`config.mk`:
```
export PLATFORM = sky130hd
export DESIGN_NAME = rnrz_codec_ber
export DESIGN_NICKNAME = d
export VERILOG_FILES = /design/src/rtl/rnrz_pkg.sv /design/src/rtl/rnrz_lfsr_step.sv /design/src/rtl/rnrz_codec_ber.sv
export SDC_FILE = /design/constraint.sdc
export NUM_CORES = 1
export LEC_CHECK = 0
export BUFFER_PORTS_ARGS = -buffer_cell sky130_fd_sc_hd__buf_2
export CAP_MARGIN = 20
export CORE_AREA = 4 4 128 130
export DETAILED_ROUTE_END_ITERATION = 12
export DIE_AREA = 0 0 132 134
export MAX_ROUTING_LAYER = met4
export PLACE_DENSITY_LB_ADDON = 0.05
export SLEW_MARGIN = 30
export SYNTH_ARGS = -nofsm -noshare
export SYNTH_HDL_FRONTEND = slang
export SYNTH_HIERARCHICAL = 1
export SYNTH_SLANG_ARGS = --single-unit
```
`constraint.sdc`:
```
create_clock -name clk -period 2.6 [get_ports clk]
set_clock_uncertainty 0.1 [all_clocks]
set_input_delay 0.13 -clock clk [delete_from_list [all_inputs] [get_ports clk]]
set_output_delay 0.13 -clock clk [all_outputs]
set_load 0.02 [all_outputs]
```
`src/rtl/rnrz_pkg.sv`:
```
// Shared constants for the RNRZ scrambler/descrambler and BER checker.
// Latency: n/a (constants only).
// Backpressure: n/a.
package rnrz_pkg;

  // BER checker states
  localparam logic [1:0] ST_IDLE   = 2'd0;
  localparam logic [1:0] ST_HUNT   = 2'd1;
  localparam logic [1:0] ST_LOCKED = 2'd2;

  // Feedback taps: sr[TAP_A] ^ sr[TAP15] for x^15+x^14+1,
  // sr[TAP_A] ^ sr[TAP11] for x^11+x^9+1 (sr[0] is the oldest bit)
  localparam int TAP_A  = 0;
  localparam int TAP15  = 1;
  localparam int TAP11  = 2;

  // Reseed value for the shift register
  localparam logic [14:0] SEED = 15'h7FFF;

endpackage

```
`src/rtl/rnrz_lfsr_step.sv`:
```
// Advances the scrambler shift register by W bits and returns the W coded bits.
// Latency: purely combinational.
// Backpressure: none; the caller decides when to commit sr_out.
module rnrz_lfsr_step
  import rnrz_pkg::*;
#(
  parameter int W = 1
) (
  input  logic [14:0]  sr_in,
  input  logic [W-1:0] din,
  input  logic         mode_15_n11,
  input  logic         tx_nrx,
  output logic [14:0]  sr_out,
  output logic [W-1:0] dout
);

  logic [14:0]  sr_v;
  logic [W-1:0] out_v;
  logic         fb;
  logic         o;
  logic         sh;

  // Bit-serial unroll: bit 0 first, each tap read after earlier bits shifted in.
  // TX feeds back its own output, RX feeds back the received bit.
  always_comb begin
    sr_v  = sr_in;
    out_v = '0;
    fb    = 1'b0;
    o     = 1'b0;
    sh    = 1'b0;
    for (int i = 0; i < W; i++) begin
      fb       = sr_v[TAP_A] ^ (mode_15_n11 ? sr_v[TAP15] : sr_v[TAP11]);
      o        = din[i] ^ fb;
      out_v[i] = o;
      sh       = tx_nrx ? o : din[i];
      if (mode_15_n11) begin
        sr_v = {sh, sr_v[14:1]};
      end else begin
        // 11-bit register lives in sr[10:0]; upper bits pinned high
        sr_v = {SEED[14:11], sh, sr_v[10:1]};
      end
    end
    sr_out = sr_v;
    dout   = out_v;
  end

endmodule

```
`src/rtl/rnrz_codec_ber.sv`:
```
// RNRZ-15/11 multiplicative scrambler/descrambler with a lock-based BER checker.
// Latency: data_out/data_valid 1 clk after the data_clk rising edge; BER state 1 clk after data_valid.
// Backpressure: none; every strobe is accepted except one coinciding with a mode/direction change.
module rnrz_codec_ber
  import rnrz_pkg::*;
#(
  parameter int W      = 1,
  parameter int ERR_W  = 16,
  parameter int CNT_W  = 32,
  parameter int LOCK_N = 32,
  parameter int WIN    = 64,
  parameter int LOSS_N = 8
) (
  input  logic             clk,
  input  logic             rst,
  input  logic [W-1:0]     data_in,
  input  logic             data_clk,
  input  logic             mode_15_n11,
  input  logic             tx_nrx,
  input  logic             ber_en,
  input  logic             ber_clr,
  output logic [W-1:0]     data_out,
  output logic             data_valid,
  output logic             ber_lock,
  output logic [ERR_W-1:0] err_cnt,
  output logic [CNT_W-1:0] bit_cnt
);

  localparam int HW = $clog2(LOCK_N + 1);
  localparam int WW = $clog2(WIN + 1);

  logic             data_clk_d;
  logic             mode_d;
  logic             tx_d;
  logic             data_en;
  logic             cfg_chg;
  logic [14:0]      sr;
  logic [14:0]      sr_nxt;
  logic [W-1:0]     step_out;

  logic [1:0]       state;
  logic [1:0]       state_nxt;
  logic [HW-1:0]    hunt_cnt;
  logic [HW-1:0]    hunt_nxt;
  logic [HW-1:0]    hunt_run;
  logic [WW-1:0]    win_bits;
  logic [WW-1:0]    win_errs;
  logic [WW-1:0]    win_bits_nxt;
  logic [WW-1:0]    win_errs_nxt;
  logic [WW-1:0]    win_bits_add;
  logic [WW-1:0]    win_errs_add;
  logic [3:0]       pop;
  logic             cnt_upd;
  logic [ERR_W:0]   err_sum;
  logic [CNT_W:0]   bit_sum;

  assign data_en = data_clk & ~data_clk_d;
  assign cfg_chg = (mode_15_n11 != mode_d) | (tx_nrx != tx_d);

  rnrz_lfsr_step #(.W(W)) u_step (
    .sr_in       (sr),
    .din         (data_in),
    .mode_15_n11 (mode_15_n11),
    .tx_nrx      (tx_nrx),
    .sr_out      (sr_nxt),
    .dout        (step_out)
  );

  // Strobe edge detect and config history; config tracks its input during reset
  // so leaving reset never looks like a mode change.
  always_ff @(posedge clk) begin
    if (rst) begin
      data_clk_d <= 1'b0;
      mode_d     <= mode_15_n11;
      tx_d       <= tx_nrx;
    end else begin
      data_clk_d <= data_clk;
      mode_d     <= mode_15_n11;
      tx_d       <= tx_nrx;
    end
  end

  // Datapath: commit one step per strobe; a config change reseeds and drops the strobe.
  always_ff @(posedge clk) begin
    if (rst) begin
      sr         <= SEED;
      data_out   <= '0;
      data_valid <= 1'b0;
    end else begin
      data_valid <= 1'b0;
      if (cfg_chg) begin
        sr <= SEED;
      end else if (data_en) begin
        sr         <= sr_nxt;
        data_out   <= step_out;
        data_valid <= 1'b1;
      end
    end
  end

  // Checker next state: error popcount, zero-run tracking, window accounting.
  always_comb begin
    pop = '0;
    for (int i = 0; i < W; i++) pop = pop + 4'(data_out[i]);
    hunt_run = hunt_cnt;
    for (int i = 0; i < W; i++) begin
      if (data_out[i])                   hunt_run = '0;
      else if (hunt_run != HW'(LOCK_N))  hunt_run = hunt_run + 1'b1;
    end
    win_bits_add = win_bits + WW'(W);
    win_errs_add = win_errs + WW'(pop);

    state_nxt    = state;
    hunt_nxt     = hunt_cnt;
    win_bits_nxt = win_bits;
    win_errs_nxt = win_errs;
    cnt_upd      = 1'b0;

    if (!ber_en || tx_nrx) begin
      state_nxt    = ST_IDLE;
      hunt_nxt     = '0;
      win_bits_nxt = '0;
      win_errs_nxt = '0;
    end else if (cfg_chg) begin
      state_nxt    = ST_HUNT;
      hunt_nxt     = '0;
      win_bits_nxt = '0;
      win_errs_nxt = '0;
    end else begin
      case (state)
        ST_HUNT: begin
          if (data_valid) begin
            hunt_nxt = hunt_run;
            if (hunt_run == HW'(LOCK_N)) begin
              state_nxt    = ST_LOCKED;
              hunt_nxt     = '0;
              win_bits_nxt = '0;
              win_errs_nxt = '0;
            end
          end
        end
        ST_LOCKED: begin
          if (data_valid) begin
            cnt_upd = 1'b1;
            if (win_errs_add >= WW'(LOSS_N)) begin
              state_nxt    = ST_HUNT;
              hunt_nxt     = '0;
              win_bits_nxt = '0;
              win_errs_nxt = '0;
            end else if (win_bits_add >= WW'(WIN)) begin
              win_bits_nxt = '0;
              win_errs_nxt = '0;
            end else begin
              win_bits_nxt = win_bits_add;
              win_errs_nxt = win_errs_add;
            end
          end
        end
        default: begin
          state_nxt    = ST_HUNT;
          hunt_nxt     = '0;
          win_bits_nxt = '0;
          win_errs_nxt = '0;
        end
      endcase
    end

    err_sum = {1'b0, err_cnt} + (ERR_W + 1)'(pop);
    bit_sum = {1'b0, bit_cnt} + (CNT_W + 1)'(W);
  end

  // Checker state and registered lock flag.
  always_ff @(posedge clk) begin
    if (rst) begin
      state    <= ST_IDLE;
      ber_lock <= 1'b0;
      hunt_cnt <= '0;
      win_bits <= '0;
      win_errs <= '0;
    end else begin
      state    <= state_nxt;
      ber_lock <= (state_nxt == ST_LOCKED);
      hunt_cnt <= hunt_nxt;
      win_bits <= win_bits_nxt;
      win_errs <= win_errs_nxt;
    end
  end

  // Saturating totals; clear wins over a same-cycle update, survive lock loss.
  always_ff @(posedge clk) begin
    if (rst || ber_clr) begin
      err_cnt <= '0;
      bit_cnt <= '0;
    end else if (cnt_upd) begin
      err_cnt <= err_sum[ERR_W] ? '1 : err_sum[ERR_W-1:0];
      bit_cnt <= bit_sum[CNT_W] ? '1 : bit_sum[CNT_W-1:0];
    end
  end

endmodule

```
==> results of run 1 <==
==> logic make-up after synthesis <==
logic type               count (synthesis)  share of synthesized area [%]
AND/OR/NAND/NOR                        243                          28.41
AO/OA/AOI/OAI                          109                          14.39
flip-flops                              91                          40.35
buffers and inverters                   45                          5.210
XOR/XNOR                                40                          7.760
adder cells (fa/ha/maj)                 10                          2.772
multiplexers                             5                          1.109
==> area by class of cell <==
type	instances	share of cell area, %
Inverter	14	0.9660
Tap cell	188	4.324
Multi-Input combinational cell	407	45.72
Timing Repair Buffer	93	10.42
Clock buffer	12	4.531
Clock inverter	4	0.4830
Sequential cell	91	33.56
==> per-stage QoR <==
stage                     utilization (%)  setup WS, ns  total power (µW)
after floorplan                         -       0.09512              1524
after global placement              33.56        0.1856              1563
after detailed placement            33.56       0.09373              1564
after CTS                           35.62       0.02081              2816
after global routing                35.92       0.01492              2899
final                               35.92        0.1267              2761
==> worst reg2reg max path, cell delays in order (launching register included) <==
cell and delay, ns:
dfxtp_2 0.34, inv_1 0.07, ha_2 0.19, nand2_2 0.06, or4_4 0.54, or4_4 0.66, nor4b_1 0.30, nor3_1 0.07
==> worst paths after layout <==
| kind | start | to | slack [ns] | cells after the start |
|---|---|---|---|---|
| worst max-delay path | tx_nrx | bit_cnt[24] | 0.13 | 7 |
| worst min-delay path | ber_en | state[0] | -0.007 | 3 |
| worst max register to register | state[0] | bit_cnt[24] | 0.14 | 7 |
| worst min register to register | sr[13] | sr[13] | 0.36 | 2 |
==> report_power, final <==
| group | switching [µW] | internal, µW | total [µW] |
|---|---|---|---|
| Sequential | 6.58 | 1400 | 1410 |
| Combinational | 79.6 | 47.7 | 127 |
| Clock | 549 | 674 | 1220 |
| Total | 635 | 2130 | 2760 |
==> registers in the layout (all words and copies together) (netlist names) <==
name	cells
hunt_cnt	6
win_bits	7
sr	15
tx_d	1
err_cnt	16
data_clk_d	1
mode_d	1
data_out	1
data_valid	1
state	2
bit_cnt	32
ber_lock	1
win_errs	7
==> cell usage in the layout (no fill, tap or decap), types with 3 or more instances in the layout <==
cell type and n:
o21ai_0 19, and3_1 8, a21oi_1 54, ha_1 9, nand4_1 12, nor2_2 3
a211oi_1 5, and2_1 7, nand3_1 34, nand2_1 69, dfxtp_2 3, xnor2_1 17
clkbuf_16 9, nor2b_1 8, xor2_1 23, inv_1 14, nor2_1 36, buf_4 30
and4_1 3, or3_1 9, a31oi_1 4, a211o_1 3, mux2i_1 5, o31ai_1 5
buf_2 58, nand2b_1 6, dlygate4sd3_1 4, dfxtp_1 88, nor3_1 19
==> metal layers <==
| metal | part of all wire (%) | wire length, µm | up-vias | track usage, % |
|---|---|---|---|---|
| li1 | - | - | 2056 | - |
| met1 | 52 | 5757 | 1767 | 18.20 |
| met2 | 44 | 4919 | 47 | 19.98 |
| met3 | 2.3 | 250 | 12 | 2.063 |
| met4 | 1.4 | 152 | 0 | 4.376 |
| met5 | 0 | 0 | - | - |
==> repair_timing <==
item,CTS,global route
resized for setup,0,13
setup endpoints to repair,0,36
hold buffers,4,0
hold endpoints to repair,5,0
buffers inserted,0,1
==> impl_results.md, run 1 <==
- WP data required: around 2.7 ns
- Core area: 15150 µm²
- Via density: ~4.8
- Failing checks: hold timing
- Synth top cells by count: dfxtp_1, nand2_1, a21oi_1, nor2_1, nand3_1
- Worst Path Arrival: around 2.6 ns
- Placed cells: 788
- Design Area, Final: about 5400 µm²
- Layout cells sized above 1: a little over a fifth
- Area occupied by multi-input gates: ~2500 µm²
- Placer Congestion: around 0.82
- Crit path kind: in -> reg
- Fill cell count: about 1600
- Ys async rst share: 0%
- Total GRT Usage: between 10% and 20%
- CP Capture Type: register
- Crit-path most repeated cell: or4_4
- FF+latch area: roughly 1800 µm²
- CTS Sinks: slightly above 90
- Syn Nets: ~560
- Vias: just under 4000
- Final ANT Viol Nets: 0
- RSZ-0062 raised after global routing: no
- Synth area leader: dfxtp_1
- Crit Path Max Fanout: 8
- Clk buf depth: 2
- Io pins: around 60
- Setup violations, final: 0
- Placed cell area: between 5000 and 6000 µm²
- Fin. max-slew vios: 0
- 1st-pass router iterations: 4
- Critical-path cell list: dlygate4sd3_1 > buf_2 > xor2_1 > or4_4 > or4_4 > nor4b_1 > nor3_1
- Slowest stage delay, CP: about 0.66 ns
- Initial antenna violation count: 0
- Synth-to-Final Area Change: 20.51%
- DRC Markers: 0
- NumNets Final: roughly 630
- Vias in the first global route: ~3800
- First-pass GRT wire length: approximately 19 mm
- Die Y: around 130 µm
- Seq/Total Area, Yosys: ~40%
- Slew margin rel.: between 40% and 50%
- Largest cells by area after synthesis: dfxtp_1, a21oi_1, nand2_1, xor2_1, nand3_1
- Worst hold slack: -0.006546 ns
- Die Width: approximately 130 µm
- Starting Density: 29.81%
- Clk_lat worst skew: ~0.34 ns
- Initial detailed-routing violation count: about 150
- Worst-margin pin slew: about 0.85 ns
- Fin Setup TNS: 0 ns
- DIE AREA: around 18000 µm²
- # rows: 45
- Antenna diodes: 0
- Post-layout min period: ~2.5 ns
- Clock transition at the registers of the reported paths: ~0.060 ns
- Cell Count, Final, Fillers Out: 809
- Crit path buffers/inverters: 2
- Fmax: 404.3 MHz
- TritonCTS clock tree: built
- Mapped Area: between 4000 and 5000 µm²
- Synthesized instance count: 543
- Post-synthesis cell type count: between 60 and 70
- Leak: around 0.0021 µW
- Tcrit/Tclk final: between 90% and 100%
- H-tree Lvls: 3
- Synth Flop Type: dfxtp_1
- Largest net degree at the start of global routing: 47
- Slowest-stage cell, CP: or4_4
- Hold WC Path Type: in -> reg
- Most numerous cell in the Yosys netlist: dfxtp_1
- Average wire per standard cell: approximately 14 µm
- Yosys top cell area share: between 40 and 50%
- Grt ovf: 0
- Root buf cell: clkbuf_16
- Register bit total from synthesis: 91
- Clock buffer count from CTS: 9
- PwrDens: 507.6 nW/µm²
- Post-synth EDFFs: 0
- Final number of hold-violating endpoints: 1
- Avg Cell Area, Syn: between 8 and 9 µm²
- Status: finished with violations
- Drt total wl: between 10 and 15 mm
- Crit path launch type: primary input
- Number of I/O port buffers: between 50 and 60
- CP delay by family, top: simple AND/OR/NAND/NOR gates
- VDD IR-drop max: roughly 0.27 mV
- YS warnings: 6
- Max-Cap Viols: 0
- Final HPWL DP: around 8 mm
Power figures use the tool's default switching activity.
==> inputs of run 2 (changes only) <==
--- a/config.mk
+++ b/config.mk
@@ -10,7 +10,6 @@
 export CORE_AREA = 4 4 128 130
 export DETAILED_ROUTE_END_ITERATION = 12
 export DIE_AREA = 0 0 132 134
-export MAX_ROUTING_LAYER = met4
 export PLACE_DENSITY_LB_ADDON = 0.05
 export SLEW_MARGIN = 30
 export SYNTH_ARGS = -nofsm -noshare
==> constraint.sdc (replaced) <==
create_clock -name clk -period 2.1 [get_ports clk]
set_clock_uncertainty 0.1 [all_clocks]
set_input_delay 0.105 -clock clk [delete_from_list [all_inputs] [get_ports clk]]
set_output_delay 0.105 -clock clk [all_outputs]
set_load 0.02 [all_outputs]
==> impl_results.md, run 2 (synthesis gave the netlist of run 1 again) <==
- Status: finished with violations
- Failing checks: setup timing
- Largest regs: bit_cnt x32, err_cnt x16, sr x15
- # rows: 45 (unchanged)
- Placed cells: 854 (+8.4%)
- Fin. max-slew vios: 0 (unchanged)
- Largest reg by FF count: bit_cnt
- Average wire per standard cell: 14.18 µm (+3.5%)
- Io pins: 59 (unchanged)
- Clock transition at the registers of the reported paths: 0.06 ns (about the same)
- Setup violations, final: 38 (+38)
- Clock power share: 44.7% (+0.4 points)
- Reg power frac: 49.6% (-1.5 points)
- H-tree Lvls: 3 (unchanged)
- Via density: 4.837 (+0.79%)
- Clock buffer count from CTS: 9 (unchanged)
- Pre-CTS WS: -0.2892 ns (-0.3829 ns)
- DRC Markers: 0 (unchanged)
- Layout cells sized above 1: 43.49% (+23 points)
- Hold WC Path Type: in -> reg
- Clk buf depth: 2 (unchanged)
- Post-layout min period: 2.267 ns
- Initial antenna violation count: 0 (unchanged)
- Initial detailed-routing violation count: 118 (-19%)
- Die Y: 134 µm (unchanged)
- Vias in the first global route: 4088 (+8.6%)
- Max reg flops: 32 (unchanged)
- Root buf cell: clkbuf_16
- Core area: 15150 µm² (unchanged)
- Tcrit/Tclk final: 107.9%
- Total GRT Usage: 14.04% (+0.78 points)
- Antenna diodes: 0 (unchanged)
- Clk_lat worst skew: 0.34 ns (about the same)
- NumNets Final: 715 (+13%)
- Setup WS post-layout: -0.1669 ns (-0.2936 ns)
- TritonCTS clock tree: built
- Worst Path Arrival: 2.38 ns (-0.20 ns)
- Number of I/O port buffers: 58 (unchanged)
- Crit Path Max Fanout: 8 (unchanged)
- Synth-to-Final Area Change: 46.76%
- First-pass GRT wire length: 20.40 mm (+8.4%)
- Slowest stage delay, CP: 0.62 ns (-0.04 ns)
- Tot Pwr: 3516 µW (+27%)
- Critical-path cell list: xor2_2 > or4_4 > or4_4 > nor4b_2 > nor3_1
- Sw Ratio: 22.76% (-0.25 points)
- Leak: 0.002596 µW (+23%)
- Met1 Usage GRT: 18.60% (+0.40 points)
- Slew margin rel.: 57.35% (+15 points)
- Slowest-stage cell, CP: or4_4
- Fmax: 441.1 MHz
- Crit-path most repeated cell: or4_4
- Final HPWL DP: 8.646 mm (+11%)
- CP Capture Type: register
- VDD IR-drop max: 0.3439 mV (+26%)
- RSZ-0062 raised after global routing: yes
- Most common cell after layout, fill and taps aside: buf_4
- WP data required: 2.21 ns (-0.49 ns)
- Net Switching: 800.2 µW (+26%)
- Most Crowded Layer GR: met2
- Worst-margin pin slew: 0.6397 ns (-0.2116 ns)
- 1st-pass router iterations: 4 (unchanged)
- Crit path kind: reg -> reg
- Final number of hold-violating endpoints: 0 (-1)
- Largest net degree at the start of global routing: 33 (-30%)
- M3 GR Usage: 2.851% (+0.79 points)
- Placer Congestion: 0.7882 (-3.5%)
- Die Width: 132 µm (unchanged)
- Vias: 4290 (+11%)
- Drt total wl: 12.58 mm (+14%)
- PwrDens: 530.7 nW/µm² (+4.6%)
- Crit path launch type: register
- Cell Count, Final, Fillers Out: 887 (+9.6%)
- M2 GR Usage: 22.52% (+2.5 points)
- Commonest cells after routing, fill and taps aside: buf_4, dfxtp_1, nand2_1
- Max-Cap Viols: 0 (unchanged)
- Int Pwr: 2715 µW (+28%)
- CTS Sinks: 91 (unchanged)
- DIE AREA: 17690 µm² (unchanged)
- Final ANT Viol Nets: 0 (unchanged)
- Starting Density: 29.81% (unchanged)
- Gate power share: 5.7% (+1.1 points)
- Grt ovf: 0 (unchanged)
-- run 2: cell count changes in the layout (fill, tap and decap cells not counted), sizes merged --
cell         before  now
buf              89  167
dlygate4sd3       4    6
nand4            14   15
bufinv            0    1
clkinvlp          1    0
clkbuf           12    9
-- run 2: power by group through the flow --
stage	sequential [µW]	clock (µW)	combinational (µW)
after floorplan	1780	0	100
after global placement	1780	0	171
after detailed placement	1780	0	171
after CTS	1740	1630	194
after global routing	1740	1700	221
final	1740	1570	201
-- run 2: area by class of cell --
type	count	area, µm²
clock buffers	9	225.2
clock inverters	4	45.04
fillers	1519	8521
inverters	14	55.05
multi-input cells	408	2947
flip-flops and latches	91	1862
well taps	188	235.2
repair buffers	173	1256
-- run 2: final timing paths --
check                           startpoint          end  slack (ns)  cells past startpoint
worst max-delay path                mode_d  bit_cnt[24]       -0.17                      5
worst min-delay path                ber_en     state[0]        0.11                      4
worst max register to register      mode_d  bit_cnt[24]       -0.17                      5
worst min register to register      sr[11]       sr[11]        0.36                      2
-- run 2: timing repair --
action | in CTS | in global routing
resized for setup | 65 | 69
cloned | 3 | 0
hold buffers | 6 | 0
endpoints found under the setup margin | 46 | 67
hold endpoints to repair | 7 | 0
setup buffers | 3 | 11
pin swaps | 16 | 30
-- run 2: stage by stage --
| step | util, % | hold WS, ns | instance area, µm² | TNS, ns |
|---|---|---|---|---|
| after floorplan | - | 0.03272 | 4588 | -11.51 |
| after global placement | 37.27 | 0.2099 | 5645 | -7.369 |
| after detailed placement | 37.27 | 0.2105 | 5645 | -8.796 |
| after CTS | 41.57 | 0.09468 | 6296 | -3.916 |
| after global routing | 43.74 | 0.1128 | 6625 | -6.692 |
| final | 43.74 | 0.1084 | 6625 | -3.543 |
-- run 2: layer usage --
layer | vias to the layer above | part of all wire [%]
met4 | 0 | 1.6
li1 | 2210 | -
met2 | 56 | 47
met3 | 12 | 3.1
met1 | 2012 | 48
met5 | - | 0
-- run 2: worst max-delay path, delay by kind of cell (launching register included) --
family | cells | cell delay, ns
XOR/XNOR | 1 | 0.16
flip-flops | 1 | 0.32
AND/OR/NAND/NOR | 4 | 1.55
==> inputs of run 3 (changes only) <==
--- a/config.mk
+++ b/config.mk
@@ -7,9 +7,9 @@
 export LEC_CHECK = 0
 export BUFFER_PORTS_ARGS = -buffer_cell sky130_fd_sc_hd__buf_2
 export CAP_MARGIN = 20
-export CORE_AREA = 4 4 128 130
+export CORE_AREA = 4 4 119 121
 export DETAILED_ROUTE_END_ITERATION = 12
-export DIE_AREA = 0 0 132 134
+export DIE_AREA = 0 0 123 125
 export PLACE_DENSITY_LB_ADDON = 0.05
 export SLEW_MARGIN = 30
 export SYNTH_ARGS = -nofsm -noshare
==> impl_results.md, run 3 (synthesis gave the netlist of run 1 again) <==
- 1st-pass router iterations: 4 (unchanged)
- RSZ-0062 raised after global routing: yes
- Slowest-stage cell, CP: or4_4
- Leak: 0.002678 µW (+3.2%)
- PwrDens: 545.7 nW/µm² (+2.8%)
- Die Y: 125 µm (-6.7%)
- DRC Markers: 0 (unchanged)
- Critical-path cell list: xor2_2 > or4_4 > or4_4 > nor3_4 > xnor2_1 > a21oi_1
- Die Width: 123 µm (-6.8%)
- Worst Setup EP: bit_cnt[30]
- NumNets Final: 715 (unchanged)
- Via density: 4.917 (+1.7%)
- Reg2Reg Setup Slack: -0.15 ns (about the same)
- Final HPWL DP: 8.382 mm (-3.1%)
- Fin util: 51.18% (+7.4 points)
- Placed cell area: 5558 µm² (-1.6%)
- Slowest stage delay, CP: 0.62 ns (about the same)
- Cell Count, Final, Fillers Out: 878 (-1.0%)
- Largest reg by FF count: bit_cnt
- TritonCTS clock tree: built
- Synth-to-Final Area Change: 48.34%
- Crit Path Max Fanout: 8 (unchanged)
- Initial detailed-routing violation count: 134 (+14%)
- Total GRT Usage: 16.34% (+2.3 points)
- Clk_lat worst skew: 0.34 ns (about the same)
- Clk buf depth: 2 (unchanged)
- Most common cell after layout, fill and taps aside: buf_4
- Final ANT Viol Nets: 0 (unchanged)
- Status: finished with violations
- Post-layout min period: 2.255 ns (-0.01212 ns)
- Number of I/O port buffers: 58 (unchanged)
- Io pins: 59 (unchanged)
- Drt total wl: 12.27 mm (-2.4%)
- Worst Path Arrival: 2.35 ns (-0.03 ns)
- Core area: 13090 µm² (-14%)
- VDD IR-drop max: 0.3207 mV (-6.7%)
- Starting Density: 34.50% (+4.7 points)
- Crit-path most repeated cell: or4_4
- H-tree Lvls: 3 (unchanged)
- Layout cells sized above 1: 44.02% (+0.53 points)
- First-pass GRT wire length: 20.80 mm (+2.0%)
- Clock transition at the registers of the reported paths: 0.06 ns (about the same)
- Antenna diodes: 0 (unchanged)
- Worst-margin pin slew: 0.6416 ns (+0.001903 ns)
- WP data required: 2.20 ns (about the same)
- RR Startpoint: mode_d
- Max-Cap Viols: 0 (unchanged)
- Setup WS post-layout: -0.1548 ns (+0.01213 ns)
- Clock buffer count from CTS: 9 (unchanged)
- Crit path launch type: register
- FF-to-FF End: bit_cnt[30]
- Largest net degree at the start of global routing: 47 (+42%)
- Max reg flops: 32 (unchanged)
- Slew margin rel.: 57.23% (-0.13 points)
- Largest regs: bit_cnt x32, err_cnt x16, sr x15
- Vias in the first global route: 4323 (+5.7%)
- Failing checks: setup timing
- Commonest cells after routing, fill and taps aside: buf_4, dfxtp_1, nand2_1
- Placer Congestion: 0.7789 (-1.2%)
- Fmax: 443.5 MHz (+0.54%)
- # rows: 42 (-6.7%)
- Placed cells: 834 (-2.3%)
- Crit path kind: reg -> reg
- Setup violations, final: 31 (-18%)
- Vias: 4317 (+0.63%)
- Initial antenna violation count: 0 (unchanged)
- Average wire per standard cell: 13.98 µm (-1.4%)
- CTS Sinks: 91 (unchanged)
- Fin. max-slew vios: 0 (unchanged)
- Final number of hold-violating endpoints: 0 (unchanged)
- Design Area, Final: 6696 µm² (+1.1%)
- Tcrit/Tclk final: 107.4% (-0.58 points)
- Worst Setup SP: mode_d
- Hold WC Path Type: in -> reg
- DIE AREA: 15380 µm² (-13%)
- Grt ovf: 0 (unchanged)
- Reg2Reg Depth: 6 (+1)
- Root buf cell: clkbuf_16
- CP Capture Type: register
==> run 3: changes by cell type in the layout (fill, tap and decap cells not counted), sizes merged <==
cell,before,now
dlygate4sd3,6,4
clkbuf,9,12
buf,167,169
==> run 3: stage by stage <==
| stage | power, µW | setup WS (ns) | setup TNS (ns) | hold slack (ns) |
|---|---|---|---|---|
| 6_report | 3654 | -0.1548 | -2.762 | 0.04359 |
| 5_1_grt | 3805 | -0.2432 | -5.286 | 0.02483 |
| 4_1_cts | 3708 | -0.1733 | -3.150 | 0.01967 |
| 3_5_place_dp | 1945 | -0.2386 | -6.777 | 0.2227 |
| 3_3_place_gp | 1941 | -0.2006 | -5.347 | 0.2241 |
| 2_1_floorplan | 1883 | -0.3738 | -11.51 | 0.03272 |
==> run 3: timing repair <==
item	in CTS	in global routing
setup endpoints to repair	50	62
resized for setup	81	58
pin swaps	27	27
hold buffers	4	0
hold endpoints to repair	5	0
setup buffers	16	9
gates cloned	3	0
==> run 3: how the worst min path moves through the flow <==
stage,start,endpoint,slack [ns],cells past startpoint
after floorplan,mode_15_n11,mode_d,0.03,0
after global placement,tx_nrx,tx_d,0.22,1
after detailed placement,tx_nrx,tx_d,0.22,1
after CTS,rst,data_clk_d,0.02,3
after global routing,rst,data_clk_d,0.02,3
final,rst,data_clk_d,0.04,3
==> run 3: power breakdown <==
| group | leakage, µW | switching (µW) | total, µW | internal (µW) |
|---|---|---|---|---|
| logic | 0.00177 | 116 | 196 | 80.7 |
| clock network | 0.000158 | 681 | 1710 | 1030 |
| registers | 0.000746 | 8.94 | 1740 | 1730 |
==> run 3: critical path, delay by kind of cell (launching register included) <==
kind,cells,cell delay [ns]
simple gates,3,1.32
flops,1,0.32
xor+xnor,2,0.28
compound gates,1,0.08
==> run 3: metal layers <==
metal / up-vias / routed length, µm / GRT usage [%]
li1: 2223 / - / -
met4: 0 / 175 / 5.928
met5: - / 0 / 0
met1: 2025 / 5874 / 21.90
met2: 56 / 5809 / 26.25
met3: 13 / 411 / 2.936
==> run 3: layout make-up <==
cell class / instances / area [µm²]
Fill cell: 1218 / 6389
Multi-Input combinational cell: 408 / 2982
Sequential cell: 91 / 1857
Timing Repair Buffer: 173 / 1259
Clock buffer: 12 / 267.8
Tap cell: 176 / 220.2
Clock inverter: 4 / 56.30
Inverter: 14 / 55.05
